$ cat config.mk
export PLATFORM = sky130hd
export DESIGN_NAME = piso_bit_serializer
export DESIGN_NICKNAME = d
export VERILOG_FILES = /design/src/rtl/piso_pkg.sv /design/src/rtl/piso_fifo.sv /design/src/rtl/piso_bit_serializer.sv
export SDC_FILE = /design/constraint.sdc
export NUM_CORES = 1
export LEC_CHECK = 0
export ABC_AREA = 1
export CAP_MARGIN = 0
export CELL_PAD_IN_SITES_DETAIL_PLACEMENT = 1
export CELL_PAD_IN_SITES_GLOBAL_PLACEMENT = 1
export CORE_MARGIN = 1
export CORE_UTILIZATION = 44
export CTS_CLUSTER_DIAMETER = 40
export DETAILED_ROUTE_END_ITERATION = 10
export PLACE_DENSITY = 0.75
export SLEW_MARGIN = 5
export SYNTH_ARGS = -nofsm -noshare
export SYNTH_HDL_FRONTEND = slang
export SYNTH_SLANG_ARGS = --single-unit
export TNS_END_PERCENT = 5
$ cat constraint.sdc
create_clock -name clk -period 2.2 [get_ports clk]
set_input_delay 0.22 -clock clk [delete_from_list [all_inputs] [get_ports clk]]
set_output_delay 0.22 -clock clk [all_outputs]
set_load 0.005 [all_outputs]
$ cat src/rtl/piso_pkg.sv
// Shared types and helpers for the parallel-in / serial-out bit serializer.
//   state_e : shifter FSM encoding
//   clog2   : ceiling log2, usable in constant expressions
//   CNT_W   : bit-counter width for the default 8-bit word
package piso_pkg;

  typedef enum logic {
    IDLE  = 1'b0,
    SHIFT = 1'b1
  } state_e;

  // Smallest r such that 2**r >= v (0 for v <= 1).
  function automatic int unsigned clog2(input int unsigned v);
    int unsigned r;
    r = 0;
    for (int i = 0; i < 32; i++) begin
      if ((64'd1 << i) < 64'(v)) r = i + 1;
    end
    return r;
  endfunction

  localparam int unsigned DEF_WIDTH = 8;
  localparam int unsigned CNT_W     = $clog2(DEF_WIDTH);

endpackage

$ cat src/rtl/piso_fifo.sv
// Synchronous show-ahead FIFO buffering parallel words ahead of the shifter.
// Ports:
//   clk, reset  : clock, asynchronous active-low reset
//   wr_en       : write wr_data this edge (ignored while full)
//   wr_data     : word to store
//   rd_en       : pop the head word this edge (ignored while empty)
//   rd_data     : head word, valid whenever empty is low
//   count       : occupancy, one bit wider than the pointers
//   full, empty : occupancy flags decoded from the registered count
module piso_fifo
  import piso_pkg::*;
#(
  parameter int unsigned WIDTH = 8,
  parameter int unsigned DEPTH = 4
) (
  input  logic                    clk,
  input  logic                    reset,
  input  logic                    wr_en,
  input  logic [WIDTH-1:0]        wr_data,
  input  logic                    rd_en,
  output logic [WIDTH-1:0]        rd_data,
  output logic [clog2(DEPTH):0]   count,
  output logic                    full,
  output logic                    empty
);

  localparam int unsigned PTR_W = clog2(DEPTH);
  localparam int unsigned FCW   = PTR_W + 1;

  logic [WIDTH-1:0] mem_q [DEPTH];
  logic [WIDTH-1:0] mem_d [DEPTH];
  logic [PTR_W-1:0] wr_ptr_q, wr_ptr_d;
  logic [PTR_W-1:0] rd_ptr_q, rd_ptr_d;
  logic [FCW-1:0]   count_q, count_d;
  logic             do_wr, do_rd;

  assign full    = (count_q == FCW'(DEPTH));
  assign empty   = (count_q == '0);
  assign count   = count_q;
  assign rd_data = mem_q[rd_ptr_q];

  assign do_wr = wr_en & ~full;
  assign do_rd = rd_en & ~empty;

  // Pointer/count update; pointers wrap naturally at DEPTH.
  always_comb begin
    mem_d    = mem_q;
    wr_ptr_d = wr_ptr_q;
    rd_ptr_d = rd_ptr_q;
    count_d  = count_q;
    if (do_wr) begin
      mem_d[wr_ptr_q] = wr_data;
      wr_ptr_d        = wr_ptr_q + PTR_W'(1);
    end
    if (do_rd) begin
      rd_ptr_d = rd_ptr_q + PTR_W'(1);
    end
    case ({do_wr, do_rd})
      2'b10:   count_d = count_q + FCW'(1);
      2'b01:   count_d = count_q - FCW'(1);
      default: count_d = count_q;
    endcase
  end

  always_ff @(posedge clk or negedge reset) begin
    if (!reset) begin
      for (int i = 0; i < DEPTH; i++) mem_q[i] <= '0;
      wr_ptr_q <= '0;
      rd_ptr_q <= '0;
      count_q  <= '0;
    end else begin
      mem_q    <= mem_d;
      wr_ptr_q <= wr_ptr_d;
      rd_ptr_q <= rd_ptr_d;
      count_q  <= count_d;
    end
  end

endmodule

$ cat src/rtl/piso_bit_serializer.sv
// Parallel-in / serial-out serializer: words enter through a FIFO and are
// shifted out one bit per consumed cycle on a valid/ready serial line.
// Ports:
//   clk, reset           : clock, asynchronous active-low reset
//   in_data/in_valid     : parallel word input, accepted when in_ready is high
//   in_ready             : FIFO not full
//   ser_out/ser_valid    : registered serial bit and its qualifier
//   ser_ready            : consumer takes ser_out at this edge
//   busy                 : shifter holds a word or FIFO is not empty
//   fifo_count           : FIFO occupancy
module piso_bit_serializer
  import piso_pkg::*;
#(
  parameter int unsigned WIDTH     = 8,
  parameter int unsigned DEPTH     = 4,
  parameter int unsigned MSB_FIRST = 1
) (
  input  logic                  clk,
  input  logic                  reset,
  input  logic [WIDTH-1:0]      in_data,
  input  logic                  in_valid,
  output logic                  in_ready,
  output logic                  ser_out,
  output logic                  ser_valid,
  input  logic                  ser_ready,
  output logic                  busy,
  output logic [clog2(DEPTH):0] fifo_count
);

  localparam int unsigned BCW = clog2(WIDTH);

  state_e           state_q, state_d;
  logic [WIDTH-1:0] sh_q, sh_d;
  logic [BCW-1:0]   bcnt_q, bcnt_d;
  logic             ser_out_q, ser_out_d;
  logic             ser_valid_q, ser_valid_d;
  logic             pop, push, consume;
  logic [WIDTH-1:0] fifo_rd_data;
  logic             fifo_full, fifo_empty;

  assign in_ready  = ~fifo_full;
  assign push      = in_valid & ~fifo_full;
  assign consume   = ser_valid_q & ser_ready;
  assign ser_out   = ser_out_q;
  assign ser_valid = ser_valid_q;
  assign busy      = (state_q == SHIFT) | ~fifo_empty;

  piso_fifo #(
    .WIDTH (WIDTH),
    .DEPTH (DEPTH)
  ) u_fifo (
    .clk     (clk),
    .reset   (reset),
    .wr_en   (push),
    .wr_data (in_data),
    .rd_en   (pop),
    .rd_data (fifo_rd_data),
    .count   (fifo_count),
    .full    (fifo_full),
    .empty   (fifo_empty)
  );

  // Shifter FSM: the current bit always sits at the outgoing end of sh_q.
  always_comb begin
    state_d = state_q;
    sh_d    = sh_q;
    bcnt_d  = bcnt_q;
    pop     = 1'b0;
    case (state_q)
      IDLE: begin
        if (!fifo_empty) begin
          pop     = 1'b1;
          sh_d    = fifo_rd_data;
          bcnt_d  = '0;
          state_d = SHIFT;
        end
      end
      SHIFT: begin
        if (consume) begin
          if (bcnt_q != BCW'(WIDTH - 1)) begin
            sh_d   = (MSB_FIRST != 0) ? (sh_q << 1) : (sh_q >> 1);
            bcnt_d = bcnt_q + BCW'(1);
          end else if (!fifo_empty) begin
            // Reload on the last bit so consecutive words have no gap.
            pop    = 1'b1;
            sh_d   = fifo_rd_data;
            bcnt_d = '0;
          end else begin
            bcnt_d  = '0;
            state_d = IDLE;
          end
        end
      end
    endcase
    ser_valid_d = (state_d == SHIFT);
    ser_out_d   = ser_valid_d & ((MSB_FIRST != 0) ? sh_d[WIDTH-1] : sh_d[0]);
  end

  always_ff @(posedge clk or negedge reset) begin
    if (!reset) begin
      state_q     <= IDLE;
      sh_q        <= '0;
      bcnt_q      <= '0;
      ser_out_q   <= 1'b0;
      ser_valid_q <= 1'b0;
    end else begin
      state_q     <= state_d;
      sh_q        <= sh_d;
      bcnt_q      <= bcnt_d;
      ser_out_q   <= ser_out_d;
      ser_valid_q <= ser_valid_d;
    end
  end

endmodule
==> results of run 1 <==
## state kept, by name (all words and copies together) (netlist names)
register / flops
u_fifo.mem_q: 32
sh_q: 8
u_fifo.rd_ptr_q: 2
bcnt_q: 3
u_fifo.wr_ptr_q: 2
ser_valid: 1
u_fifo.count: 3
ser_out: 1
## cell families (layout without fill, tap and decap cells)
logic type / Yosys count / after routing / share of synthesized area, %
flip-flops: 52 / 52 / 50.0
AND/OR/NAND/NOR: 116 / 116 / 21.6
buffers and inverters: 47 / 75 / 8.99
adder cells (fa/ha/maj): 8 / 8 / 4.13
XOR/XNOR: 4 / 4 / 1.35
AO/OA/AOI/OAI: 67 / 67 / 14.0
## worst max-delay path: cells and delay by family (launching register included)
family                   cells  cell delay, ns
flip-flops                   1            0.39
buffers and inverters        3            0.21
AND/OR/NAND/NOR              1            0.08
adder cells (fa/ha/maj)      4            1.03
AO/OA/AOI/OAI                2            0.28
## repair_timing
item                                    CTS  global route
endpoints found under the hold margin    25             0
endpoints found under the setup margin    0             2
hold buffers                              1             0
gates resized for setup                   0             5
setup buffers                             0             3
## stage by stage
step	total power, mW	setup TNS, ns	worst slack, ns	hold WS [ns]	utilization, %
floorplan	2.88	0	0.231	-0.0756	-
global placement	3.27	0	0.144	0.269	50.7
detailed placement	3.36	0	0.0345	0.271	50.7
CTS	3.95	0	0.0123	0.489	52.6
global route	4.30	-0.00651	-0.00498	0.514	53.2
finish	3.94	0	0.150	0.465	53.2
## power groups by stage
| stage | sequential, mW | combinational (mW) | clock [mW] |
|---|---|---|---|
| CTS | 1.68 | 1.68 | 0.592 |
| finish | 1.67 | 1.69 | 0.578 |
| global placement | 1.67 | 1.60 | 0 |
| floorplan | 1.56 | 1.32 | 0 |
| detailed placement | 1.69 | 1.66 | 0 |
| global route | 1.74 | 1.94 | 0.622 |
## worst max-delay path by stage
stage                         start               to  slack, ns
after floorplan           bcnt_q[0]  u_fifo.count[1]       0.23
after global placement    ser_ready  u_fifo.count[2]       0.14
after detailed placement  bcnt_q[0]  u_fifo.count[2]       0.03
after CTS                 bcnt_q[0]  u_fifo.count[2]       0.01
after global routing      bcnt_q[0]  u_fifo.count[1]     -0.005
final                     bcnt_q[0]  u_fifo.count[1]       0.15
## layout by cell type (no fill, tap or decap), drive strengths merged
cell type and count:
a21oi 2, a22o 1, buf 12, clkbuf 7, clkdlybuf4s50 17, dfrtp 52
dlygate4sd3 1, fa 1, ha 7, inv 38, nand2 63, nand3 21
nand3b 6, nor2 25, nor3 1, o211ai 6, o21ai 50, o22ai 8
xnor2 1, xor2 3
## cell type report
| class | instances | share of cell area [%] |
|---|---|---|
| multi-input combinational | 195 | 36.1 |
| sequential | 52 | 43.6 |
| clock buffer | 7 | 3.23 |
| tap | 72 | 3.02 |
| timing repair buffer | 30 | 8.98 |
| inverter | 38 | 5.03 |
## layer usage
metal,part of all wire [%],vias up,GRT usage [%]
met5,0,-,0
met4,0.60,0,3.82
met3,1.5,4,2.76
met2,49,17,38.1
met1,49,986,28.9
li1,-,1012,-
==> impl_metrics.toml, run 1 <==
[critical_path]
crit_path_start_kind = "flip-flop"
cp.arrival_ns = 2.28
reg2regPathDepth = 10
critical_path_class = "flip-flop to flip-flop"
worstPathRequired_ns = 2.43
crit_top_cell = "inv_1"
cp_max_fo = 2
cpPeakStageDelay_ns = 0.43
r2r-start = "bcnt_q[0]"
reg2reg_slack_ns = 0.15
slowest_stage = "fa_2"
reg2reg_to = "u_fifo.count[1]"
end_kind = "flip-flop"
cp_cell_sequence = "ha_1 -> ha_2 -> a21oi_2 -> inv_1 -> nand2_1 -> inv_1 -> ha_1 -> inv_1 -> fa_2 -> o21ai_1"

[clock_network]
clk_pin_slew_ns = 0.09
clock_latency_ns = 0.30
cts.sinks = 52
cts_tree = "done"
clockBufferDepth = 2
htreeDepth = 2
cts_buffers = 5
cts-root-buf = "clkbuf_8"

[floorplanning]
die_w_um = 78.9
core_area_um2 = 5610
die_y_um = 78.9
initial_utilization_pct = 46.4
dieArea_um2 = 6230
ioPinCount = 19
rows = 27

[detailed_routing]
postRouteAntennaNets = 0
routed_wl_um = 5960
vias = 2019
dr.pass1.iters = 4
wl_per_cell_um = 15.1
drc = 0
vias_per_cell = 5.12
drt_iter0_markers = 57

[power]
power_density_nw_per_um2 = 1320
comb_power_share_pct = 42.8
p_sw_share_pct = 40.7
p_sw_mw = 1.60
cellLeakagePower_nw = 1.45
ir_drop_uv = 531
intPower_mw = 2.34
sequentialPowerShare_pct = 42.5
clockPowerShare_pct = 14.7

[final_layout]
drive_above_1_share_pct = 12.1
fillers = 673
final_cells = 394
seqCellArea_um2 = 1300
antenna_cells = 0
area_delta_synth_final_pct = 14.6
design_area_um2 = 2980
nets = 342
multi_input_area_um2 = 1080

[logic_synthesis]
syn_avg_cell_area_um2 = 8.86
synth_cell_type_count = 27
synth_top_area_share_pct = 50.0
yosysSeqAreaShare_pct = 50.0
yosys_warnings = 0
netlist_instances = 294
synth_fp_nets = 314
ys.flop_type = "dfrtp_1"
ys_top_cells_by_area = "dfrtp_1 (50%), o21ai_1 (8.5%), nand2_1 (8.1%)"
synth-seq-cells = 52
yosys-top-cells-count = "nand2_1 (56), dfrtp_1 (52), o21ai_1 (44)"
syn_area_um2 = 2600
synth.most_common_cell = "nand2_1"
yosysTopAreaCell = "dfrtp_1"
async_flop_share_pct = 100
synth_edf_count = 0

[sta]
fin_skew_ns = 0.00383
post-route-period-util_pct = 93.2
drv_slew = 0
setup-violations-final = 0
finalHoldViolations = 0
max_slew_margin_pct = 58.6
clock.fmax_mhz = 488
min_period_ns = 2.05
tightestPinTransition_ns = 0.620

[grt]
grt_max_degree = 28
antenna_found_initial = 0
grt_pass1_wl_um = 10400
grt-ovfl-total = 0
grt_pass1_vias = 2203
grtUsageTotal_pct = 21.6

[status]
status = "completed"

[placement]
hpwlAfterDp_um = 4220
place_area_um2 = 2850
dp.cells = 383
port_buffers = 18
gp_congestion = 0.733

[hold_path]
min_path_type = "primary input to asynchronous set/reset pin"

[flow_run]
cap_violations = 0
Power figures use the tool's default switching activity.
==> run 2: changes to the inputs <==
==> constraint.sdc (replaced) <==
create_clock -name clk -period 2.1 [get_ports clk]
set_input_delay 0.21 -clock clk [delete_from_list [all_inputs] [get_ports clk]]
set_output_delay 0.21 -clock clk [all_outputs]
set_load 0.01 [all_outputs]
==> impl_metrics.toml, run 2 (synthesis gave the netlist of run 1 again) <==
[critical_path]
reg2regPathDepth = 14
slowest_stage = "dfrtp_1"
critical_path_class = "flip-flop to flip-flop"
crit_top_cell = "buf_4"
cpPeakStageDelay_ns = 0.40
end_kind = "flip-flop"
cp_max_fo = 3
cp.arrival_ns = 2.27
worst-path-stages = 14
critPathCapture = "sh_q[0]"
crit_path_start_kind = "flip-flop"
reg2reg_slack_ns = 0.04
reg2reg_to = "sh_q[0]"
cp_cell_sequence = "ha_2 -> ha_4 -> a21oi_4 -> buf_4 -> buf_4 -> buf_4 -> buf_4 -> buf_4 -> buf_4 -> buf_4 -> nor2_2 -> inv_2 -> nand2_1 -> a22o_1"
r2r-start = "bcnt_q[1]"
worstPathRequired_ns = 2.31
crit_buf_inv = 8
cpLargestDelayFamily = "buffers and inverters"
critPathLaunch = "bcnt_q[1]"

[grt]
grt-ovfl-total = 0
grt_pass1_vias = 2192
grtUsageTotal_pct = 23.0
grt_max_degree = 34
antenna_found_initial = 0
grt_pass1_wl_um = 10900

[floorplanning]
core_area_um2 = 5610
die_w_um = 78.9
rows = 27
die_y_um = 78.9
initial_utilization_pct = 46.4
dieArea_um2 = 6230
ioPinCount = 19

[final_layout]
nets = 350
drive_above_1_share_pct = 16.6
final_cells = 403
area_delta_synth_final_pct = 19.7
antenna_cells = 0
regMostFlops = "u_fifo.mem_q"
final_cell_mix = "nand2_1 (55), dfrtp_1 (50), o21ai_1 (45), inv_1 (31), nor2_1 (23)"
largest_register_ff_count = 32
reg_top3 = "u_fifo.mem_q: 32 flops, sh_q: 8 flops"
layout_commonest_cell = "nand2_1"

[clock_network]
cts_tree = "done"
cts.sinks = 52
clockBufferDepth = 2
cts-root-buf = "clkbuf_8"
cts_buffers = 5
htreeDepth = 2
clock_latency_ns = 0.31
clk_pin_slew_ns = 0.10

[detailed_routing]
vias = 2074
wl_per_cell_um = 15.5
routed_wl_um = 6260
dr.pass1.iters = 4
vias_per_cell = 5.15
drt_iter0_markers = 85
drc = 0
postRouteAntennaNets = 0

[sta]
setup-violations-final = 0
drv_slew = 0
post-route-period-util_pct = 98.3
min_period_ns = 2.06
tightestPinTransition_ns = 0.489
fin_setup_tns_ns = 0
fin_skew_ns = 0.0117
rsz0062_at_grt = "yes"
hold_slack_ns = 0.383
max_slew_margin_pct = 67.4
finalHoldViolations = 0
clock.fmax_mhz = 485

[status]
status = "completed"

[placement]
gp_congestion = 0.719
hpwlAfterDp_um = 4200
port_buffers = 18
dp.cells = 385

[power]
cellLeakagePower_nw = 1.50
ir_drop_uv = 635
finalPower_mw = 4.41
power_density_nw_per_um2 = 1410

[hold_path]
min_path_type = "primary input to asynchronous set/reset pin"

[flow_run]
cap_violations = 0
run 2: report_power, final:
| part | leakage (nW) | internal (mW) | switching, mW |
|---|---|---|---|
| clock network | 0.0614 | 0.390 | 0.343 |
| registers | 0.652 | 1.43 | 0.272 |
| logic | 0.783 | 0.790 | 1.18 |
| total | 1.50 | 2.61 | 1.79 |
run 2: routing by layer:
layer	part of all wire [%]	routed length (um)	up-vias	global-route usage, %
li1	-	-	1027	-
met1	49	3050	1020	30.9
met2	48	3020	23	38.9
met3	2.1	132	4	3.45
met4	0.82	51	0	6.00
met5	0	0	-	0
run 2: what timing repair did:
action	in CTS	in global routing
setup buffers	8	1
hold buffers	1	0
resized for setup	6	10
pin swaps	2	1
hold endpoints to repair	19	0
endpoints found under the setup margin	2	5
run 2: worst min path at each step:
stage,start,endpoint,slack (ns),cells after the start
2_1_floorplan,reset,bcnt_q[0],-0.09,0
3_3_place_gp,reset,ser_out,0.20,1
3_5_place_dp,reset,ser_out,0.20,1
4_1_cts,reset,sh_q[2],0.40,2
5_1_grt,reset,ser_out,0.43,2
6_report,reset,sh_q[2],0.38,2
run 2: through the flow:
| stage | util [%] | cell area [um^2] | setup WS, ns |
|---|---|---|---|
| floorplan | - | 2600 | 0.131 |
| global placement | 51.2 | 2870 | 0.0543 |
| detailed placement | 51.2 | 2870 | -0.0740 |
| CTS | 54.8 | 3080 | 0.00828 |
| global route | 55.6 | 3120 | -0.0182 |
| finish | 55.6 | 3120 | 0.0361 |
run 2: final cells by class:
cell class                      count  area (um^2)
Inverter                           38          153
Clock inverter                      2         38.8
Timing Repair Buffer               38          343
Tap cell                           72         90.1
Fill cell                         670         2490
Sequential cell                    52         1300
Multi-Input combinational cell    195         1110
Clock buffer                        6         82.6
==> run 3: changes to the inputs <==
--- a/config.mk
+++ b/config.mk
@@ -6,14 +6,13 @@
 export NUM_CORES = 1
 export LEC_CHECK = 0
 export ABC_AREA = 1
-export CAP_MARGIN = 0
 export CELL_PAD_IN_SITES_DETAIL_PLACEMENT = 1
-export CELL_PAD_IN_SITES_GLOBAL_PLACEMENT = 1
+export CELL_PAD_IN_SITES_GLOBAL_PLACEMENT = 2
 export CORE_MARGIN = 1
-export CORE_UTILIZATION = 44
+export CORE_UTILIZATION = 36
 export CTS_CLUSTER_DIAMETER = 40
 export DETAILED_ROUTE_END_ITERATION = 10
-export PLACE_DENSITY = 0.75
+export PLACE_DENSITY = 0.76
 export SLEW_MARGIN = 5
 export SYNTH_ARGS = -nofsm -noshare
 export SYNTH_HDL_FRONTEND = slang
==> impl_metrics.toml, run 3 (synthesis gave the netlist of run 1 again) <==
[status]
status = "completed"

[detailed_routing]
dr.pass1.iters = 4
routed_wl_um = 6110
vias = 2013
drc = 0
drt_iter0_markers = 74
vias_per_cell = 4.82
postRouteAntennaNets = 0
wl_per_cell_um = 14.6

[sta]
fin_skew_ns = 0.0104
max_slew_margin_pct = 65.4
tightestPinTransition_ns = 0.520
min_period_ns = 2.02
clock.fmax_mhz = 496
post-route-period-util_pct = 96.1
rsz0062_at_grt = "yes"
worst_slack_ns = 0.0821
setup-violations-final = 0
finalHoldViolations = 0
hold_slack_ns = 0.408
drv_slew = 0

[final_layout]
drive_above_1_share_pct = 13.0
design_area_um2 = 3020
seqCellArea_um2 = 1300
multi_input_area_um2 = 1080
final_cells = 418
area_delta_synth_final_pct = 16.1
reg_top3 = "u_fifo.mem_q: 32 flops, sh_q: 8 flops"
fillers = 855
antenna_cells = 0
layout_commonest_cell = "nand2_1"
largest_register_ff_count = 32
regMostFlops = "u_fifo.mem_q"
final_cell_mix = "nand2_1 (55), dfrtp_1 (50), o21ai_1 (46), inv_1 (31), nor2_1 (24)"
nets = 341

[clock_network]
cts_tree = "done"
htreeDepth = 2
clock_latency_ns = 0.30
clockBufferDepth = 2
clk_pin_slew_ns = 0.10
cts-root-buf = "clkbuf_8"
cts_buffers = 5
cts.sinks = 52

[floorplanning]
initial_utilization_pct = 37.7
ioPinCount = 19
rows = 30
die_w_um = 87.0
dieArea_um2 = 7580
core_area_um2 = 6910
die_y_um = 87.0

[placement]
dp.cells = 407
gp_congestion = 0.693
port_buffers = 18
place_area_um2 = 2890
hpwlAfterDp_um = 4280
place_ws_ns = -0.0291

[grt]
antenna_found_initial = 0
grt_pass1_vias = 2035
grt-ovfl-total = 0
grt_pass1_wl_um = 10300
grtUsageTotal_pct = 18.1
grt_max_degree = 33

[critical_path]
cp.arrival_ns = 1.81
end_kind = "primary output"
worstPathRequired_ns = 1.89
cp_max_fo = 9
crit_path_start_kind = "flip-flop"
critical_path_class = "flip-flop to primary output"

[power]
cellLeakagePower_nw = 1.44
ir_drop_uv = 468
power_density_nw_per_um2 = 1380

[hold_path]
min_path_type = "primary input to asynchronous set/reset pin"

[flow_run]
cap_violations = 0
run 3: metrics by stage:
step | setup TNS, ns | power, mW | utilization, %
6_report | 0 | 4.17 | 43.8
5_1_grt | -0.0256 | 4.55 | 43.8
4_1_cts | 0 | 4.20 | 43.5
3_5_place_dp | -0.0430 | 3.58 | 41.8
3_3_place_gp | 0 | 3.50 | 41.8
2_1_floorplan | 0 | 3.04 | -
run 3: critical path: stages (launching register included):
cell             delay (ns)
dfrtp_2                0.45
nor2_4                 0.16
nand2_4                0.06
buf_4                  0.18
inv_4                  0.11
nand2_1                0.07
clkdlybuf4s50_1        0.48
run 3: path summary, 6_finish.rpt:
path                                       from            endpoint  slack (ns)  depth (start not counted)
min in group clk                      bcnt_q[2]           bcnt_q[2]        0.50                          2
worst min register to register        bcnt_q[2]           bcnt_q[2]        0.50                          2
worst max register to register        bcnt_q[0]     u_fifo.count[2]        0.10                         12
worst min-delay path                      reset    u_fifo.mem_q[25]        0.41                          2
worst max-delay path            u_fifo.count[1]                busy        0.08                          6
max in group asynchronous                 reset  u_fifo.rd_ptr_q[1]        1.13                          3
run 3: power by group:
part	internal (mW)	leakage (nW)	total [mW]	switching, mW
registers	1.43	0.652	1.69	0.261
clock network	0.269	0.0445	0.598	0.329
logic	0.743	0.747	1.88	1.13
run 3: cell type report:
cell class / count / area share [%]
Sequential cell: 52 / 43.1
Inverter: 38 / 5.05
Multi-Input combinational cell: 195 / 35.7
Clock inverter: 1 / 0.248
Timing Repair Buffer: 29 / 9.02
Tap cell: 96 / 3.97
Clock buffer: 7 / 2.86
run 3: routing by layer:
metal	vias to the layer above	part of all wire, %	global-route usage [%]
met3	4	1.7	3.41
met1	986	50	25.0
met5	-	0	0
met4	0	0.77	4.55
li1	1009	-	-
met2	14	47	29.3
run 3: timing repair:
action / CTS / global route
hold endpoints to repair: 20 / 0
gates resized for setup: 1 / 9
hold buffers: 1 / 0
pin swaps: 0 / 2
setup buffers: 1 / 1
endpoints found under the setup margin: 2 / 3
